## config.mk

```make
export PLATFORM = sky130hd
export DESIGN_NAME = regfile_wb_forward
export DESIGN_NICKNAME = d
export VERILOG_FILES = /design/src/rtl/regfile_wb_forward.sv
export SDC_FILE = /design/constraint.sdc
export NUM_CORES = 1
export LEC_CHECK = 0
export CAP_MARGIN = 25
export CORE_MARGIN = 2
export CORE_UTILIZATION = 30
export DETAILED_ROUTE_END_ITERATION = 12
export HOLD_SLACK_MARGIN = 0.12
export PLACE_DENSITY = 0.68
export SYNTH_ARGS = -nofsm -noshare
export SYNTH_HDL_FRONTEND = slang
export SYNTH_SLANG_ARGS = --single-unit
```

## constraint.sdc

```tcl
create_clock -name Clk -period 3.2 [get_ports Clk]
set_input_delay 0.96 -clock Clk [delete_from_list [all_inputs] [get_ports Clk]]
set_output_delay 0.96 -clock Clk [all_outputs]
set_load 0.05 [all_outputs]
```

## src/rtl/regfile_wb_forward.sv

```systemverilog
// regfile_wb_forward
//   Sits between the EX/MEM stages and the RegisterFile. It carries EX results
//   through internal MEM and WB pipeline registers and drives the RegisterFile
//   write port (RW/PW/LE) from the WB stage. It also resolves RAW hazards on the
//   decode operands by forwarding (EX > MEM > WB > register file), raises a
//   one-cycle load-use stall, and counts stall cycles.
//
//   Ports
//     Clk, Reset          clock and synchronous active-high reset
//     ex_rd/ex_we/        EX-stage destination, write enable, load flag, ALU result
//     ex_is_load/ex_result
//     mem_load_data       load data, valid while the load occupies MEM
//     id_rs, id_rt        decode source register addresses
//     PA, PB              register file read data for RA/RB
//     RA, RB              register file read addresses (id_rs/id_rt, combinational)
//     fwd_a, fwd_b        forwarded operand values (combinational)
//     stall               load-use hazard (combinational)
//     RW, PW, LE          register file write port (registered)
//     stall_count         saturating count of stall cycles since reset
module regfile_wb_forward #(
   parameter int DATA_W = 32,
   parameter int ADDR_W = 5,
   parameter int CNT_W  = 16
) (
   input  logic              Clk,
   input  logic              Reset,
   input  logic [ADDR_W-1:0] ex_rd,
   input  logic              ex_we,
   input  logic              ex_is_load,
   input  logic [DATA_W-1:0] ex_result,
   input  logic [DATA_W-1:0] mem_load_data,
   input  logic [ADDR_W-1:0] id_rs,
   input  logic [ADDR_W-1:0] id_rt,
   input  logic [DATA_W-1:0] PA,
   input  logic [DATA_W-1:0] PB,
   output logic [ADDR_W-1:0] RA,
   output logic [ADDR_W-1:0] RB,
   output logic [DATA_W-1:0] fwd_a,
   output logic [DATA_W-1:0] fwd_b,
   output logic              stall,
   output logic [ADDR_W-1:0] RW,
   output logic [DATA_W-1:0] PW,
   output logic              LE,
   output logic [CNT_W-1:0]  stall_count
);

   // MEM stage registers; mem_we_q doubles as the MEM valid bit
   logic [ADDR_W-1:0] mem_rd_q, mem_rd_d;
   logic              mem_we_q, mem_we_d;
   logic              mem_is_load_q, mem_is_load_d;
   logic [DATA_W-1:0] mem_result_q, mem_result_d;

   // WB stage registers, which are the register file write port
   logic [ADDR_W-1:0] rw_q, rw_d;
   logic [DATA_W-1:0] pw_q, pw_d;
   logic              le_q, le_d;

   logic [CNT_W-1:0]  stall_count_q, stall_count_d;

   logic [DATA_W-1:0] mem_val_s;
   logic              ex_fwd_ok_s;

   assign RA          = id_rs;
   assign RB          = id_rt;
   assign RW          = rw_q;
   assign PW          = pw_q;
   assign LE          = le_q;
   assign stall_count = stall_count_q;

   // Value the MEM-stage instruction will write, and EX forwarding eligibility
   always_comb begin
      mem_val_s   = mem_is_load_q ? mem_load_data : mem_result_q;
      // A load in EX has no data yet; the stall covers that case instead.
      ex_fwd_ok_s = ex_we && !ex_is_load;
   end

   // Load-use hazard detection; r0 never stalls
   always_comb begin
      stall = 1'b0;
      if (ex_we && ex_is_load && (ex_rd != '0) &&
          ((ex_rd == id_rs) || (ex_rd == id_rt))) begin
         stall = 1'b1;
      end else begin
         stall = 1'b0;
      end
   end

   // Operand A forwarding mux, youngest producer first
   always_comb begin
      fwd_a = PA;
      if (id_rs == '0) begin
         fwd_a = PA;
      end else if (ex_fwd_ok_s && (ex_rd == id_rs)) begin
         fwd_a = ex_result;
      end else if (mem_we_q && (mem_rd_q == id_rs)) begin
         fwd_a = mem_val_s;
      end else if (le_q && (rw_q == id_rs)) begin
         fwd_a = pw_q;
      end else begin
         fwd_a = PA;
      end
   end

   // Operand B forwarding mux, youngest producer first
   always_comb begin
      fwd_b = PB;
      if (id_rt == '0) begin
         fwd_b = PB;
      end else if (ex_fwd_ok_s && (ex_rd == id_rt)) begin
         fwd_b = ex_result;
      end else if (mem_we_q && (mem_rd_q == id_rt)) begin
         fwd_b = mem_val_s;
      end else if (le_q && (rw_q == id_rt)) begin
         fwd_b = pw_q;
      end else begin
         fwd_b = PB;
      end
   end

   // Next-state for the MEM/WB pipeline and the saturating stall counter
   always_comb begin
      mem_rd_d      = ex_rd;
      mem_we_d      = ex_we;
      mem_is_load_d = ex_is_load;
      mem_result_d  = ex_result;
      rw_d          = mem_rd_q;
      pw_d          = mem_val_s;
      le_d          = mem_we_q && (mem_rd_q != '0);
      stall_count_d = stall_count_q;
      if (stall && (stall_count_q != {CNT_W{1'b1}})) begin
         stall_count_d = stall_count_q + CNT_W'(1);
      end else begin
         stall_count_d = stall_count_q;
      end
   end

   // State registers; reset drops any in-flight MEM/WB write
   always_ff @(posedge Clk) begin
      if (Reset) begin
         mem_rd_q      <= '0;
         mem_we_q      <= 1'b0;
         mem_is_load_q <= 1'b0;
         mem_result_q  <= '0;
         rw_q          <= '0;
         pw_q          <= '0;
         le_q          <= 1'b0;
         stall_count_q <= '0;
      end else begin
         mem_rd_q      <= mem_rd_d;
         mem_we_q      <= mem_we_d;
         mem_is_load_q <= mem_is_load_d;
         mem_result_q  <= mem_result_d;
         rw_q          <= rw_d;
         pw_q          <= pw_d;
         le_q          <= le_d;
         stall_count_q <= stall_count_d;
      end
   end

endmodule

```

==> run_results.csv <==
group,metric,value,unit
outcome,status,"complete, but fails checks",
outcome,failed_checks,"setup timing",
cts,h-tree-depth,3,
setup_path,crit_chain,"buf_6 -> xnor2_2 -> nand3_2 -> or4_4 -> buf_8 -> buf_12 -> a221oi_4 -> o31ai_4 -> buf_12",
setup_path,worst_path_max_delay_cell,"or4_4",
power,peakVddDrop,227,µV
power,p_leak,5.22,nW
logic_synthesis,synthArstFlopShare,0,%
logic_synthesis,netlist_top_cells_area,"dfxtp_1, o31ai_1, nor2b_1",
final_layout,syn2layout_area_growth,110,%
sta,tns,-31.69,ns
placement,place_congestion,0.884,
setup_path,crit_type,"input pin to primary output",
placement,io_buffers,275,
die,start_util,30.4,%
sta,fmax,0.264,GHz
run,maxCapViolCount,0,
cts,clockRootBuffer,"clkbuf_16",
die,io_pins,276,
cts,cts.sinks,93,
logic_synthesis,netlist_area,6620,µm²
power,p_per_area,291,nW/µm²
grt,grt_pass1_wl,52500,µm
die,coreArea,21800,µm²
grt,grt_pass1_vias,8900,
logic_synthesis,synth-edff-count,0,
cts,clk_pin_slew,0.07,ns
sta,maxSlewViolCount,0,
final_layout,final_nets,1309,
logic_synthesis,synthDistinctLibCells,44,
setup_path,arrival,2.82,ns
final_layout,post-route-util,63.9,%
logic_synthesis,synth_seq_cells,93,
grt,grt.overflow.total,0,
detailed_routing,drtPass1Iterations,5,
sta,worst_pin_slew,0.630,ns
sta,skew,0.00527,ns
cts,clk_latency,0.35,ns
setup_path,worst_setup_path_start_kind,"input pin",
die,die-area,23300,µm²
grt,grt_use_met3,6.37,%
detailed_routing,vias_per_cell,5.62,
setup_path,end_kind,"primary output",
sta,setup_ws,-0.582,ns
logic_synthesis,yosys-top-cells-count,"dfxtp_1, nor2b_1, nor2_1",
detailed_routing,postRouteAntennaNets,0,
logic_synthesis,syn-num-nets,944,
setup_path,worstPathMaxFanout,6,
logic_synthesis,synthMostInstantiatedCell,"dfxtp_1",
cts,cts_tree,"done",
setup_path,critPathRequiredTime,2.24,ns
sta,period_needed,3.78,ns
grt,grt.busiest_layer,"met2",
sta,finalHoldViolCount,0,
setup_path,worst_path_most_repeated_cell,"buf_12",
detailed_routing,drt-total-wl,34700,µm
logic_synthesis,synth-main-ff-cell,"dfxtp_1",
sta,timing.hold.ws,0.513,ns
sta,min_period_over_period,118,%
logic_synthesis,avgSynthCellArea,8.32,µm²
die,die_h,153,µm
grt,met2_usage,50.7,%
cts,cts_buffers,9,
grt,grt_usage,29.0,%
cts,clockBufferDepth,2,
logic_synthesis,synth_cells,796,
logic_synthesis,yosysTopAreaCellShare,28.1,%
placement,post-dp-hpwl,22500,µm
detailed_routing,num_vias,8137,
grt,met1_usage,35.1,%
logic_synthesis,ys_warn_count,0,
final_layout,drive_above_1_share,41.0,%
min_path,holdPathStages,2,
detailed_routing,drt_iter0_markers,449,
min_path,worstHoldPathType,"flop to flop",
logic_synthesis,synth_top_cell_by_area,"dfxtp_1",
logic_synthesis,synth_seq_area_share,28.1,%
sta,setup_viol,65,
detailed_routing,drc_errors,0,
placement,dp_slack,-1.07,ns
sta,rsz0062_at_grt,"true",
power,finalPower,4.05,mW
die,rows,54,
setup_path,slowest_delay,0.59,ns
detailed_routing,wire_per_inst,24.0,µm
setup_path,reg2regPathDepth,6,
grt,grt_max_degree,49,
die,fp.dieW,153,µm
grt,antenna_found_initial,3,
sta,slew_headroom,57.9,%
==> where the power goes <==
part	internal [mW]	leakage, nW	switching, mW
Combinational	0.747	4.30	0.839
Clock	0.691	0.160	0.527
Sequential	1.21	0.767	0.0331
Total	2.65	5.22	1.40
==> area by class of cell <==
class                   count  area (µm²)
flip-flops and latches     93        1860
clock buffers               9         225
diodes                      2        5.00
inverters                   3        11.3
repair buffers            441        5000
clock inverters             7        96.3
fillers                  1701        7860
well taps                 280         350
multi-input cells         613        6350
==> registers in the layout, indices dropped and copies added (netlist names) <==
signal,cells
LE,1
stall_count,16
mem_we_q,1
mem_rd_q,5
PW,32
RW,5
mem_is_load_q,1
mem_result_q,32
==> logic make-up (layout without fill, tap and decap cells) <==
group | Yosys count | in the layout | share of synthesized area [%]
compound gates | 227 | 227 | 29.7
xor+xnor | 30 | 30 | 3.97
fa+ha+maj | 1 | 1 | 0.189
buf+inv | 90 | 460 | 6.43
flops | 93 | 93 | 28.1
mux | 36 | 36 | 6.09
other cells | 0 | 2 | 0
simple gates | 319 | 319 | 25.5
==> stage by stage <==
step           std cells  cell area (µm²)
3_5_place_dp        1386            11600
2_1_floorplan        796             7700
4_1_cts             1451            13800
5_1_grt             1447            13900
3_3_place_gp        1386            11600
6_report            1448            13900
==> final timing paths <==
path                         from              end  slack (ns)
setup / recovery         id_rs[2]         fwd_a[0]       -0.58
hold / removal    stall_count[15]  stall_count[15]        0.51
setup reg to reg   stall_count[0]   stall_count[2]        1.10
hold reg to reg   stall_count[15]  stall_count[15]        0.51
==> placed cells by master (no fill, tap or decap), drive strengths merged, types with 2 or more instances in the layout <==
cell type and n:
a221oi 62, nor3 6, mux2 34, o2111ai 2
nor2b 78, dlygate4sd2 4, buf 252, mux2i 2
o2bb2a 30, o211ai 3, or4 7, diode 2
bufinv 2, xnor2 10, or3 8, nor3b 2
nor4 4, and3 37, xor2 20, inv 5
nand2 48, a31oi 33, dfxtp 93, clkdlybuf4s50 181
a31o 2, a21oi 13, nor2 77, clkbuf 11
nand4 2, o31ai 66, clkinv 3, nand3 11
o21ai 11, clkdlybuf4s15 2, a221o 2, and2 36
==> worst max-delay path, delay by kind of cell <==
kind                   cells  cell delay, ns
AO/OA/AOI/OAI              2            0.43
XOR/XNOR                   1            0.14
buffers and inverters      4            0.58
AND/OR/NAND/NOR            2            0.71
==> what timing repair did <==
action	CTS	global route
pin swaps	89	38
gates resized for setup	266	37
hold buffers	0	0
setup endpoints to repair	65	65
cloned	11	1
setup buffers	49	6
==> routing by layer <==
| layer | up-vias | wire (µm) | part of all wire, % |
|---|---|---|---|
| li1 | 3702 | - | - |
| met1 | 3986 | 14100 | 41 |
| met2 | 378 | 17100 | 49 |
| met3 | 69 | 2440 | 7.0 |
| met4 | 2 | 1020 | 2.9 |
| met5 | - | 14 | 0.040 |
(Power assumes the default switching activity.)
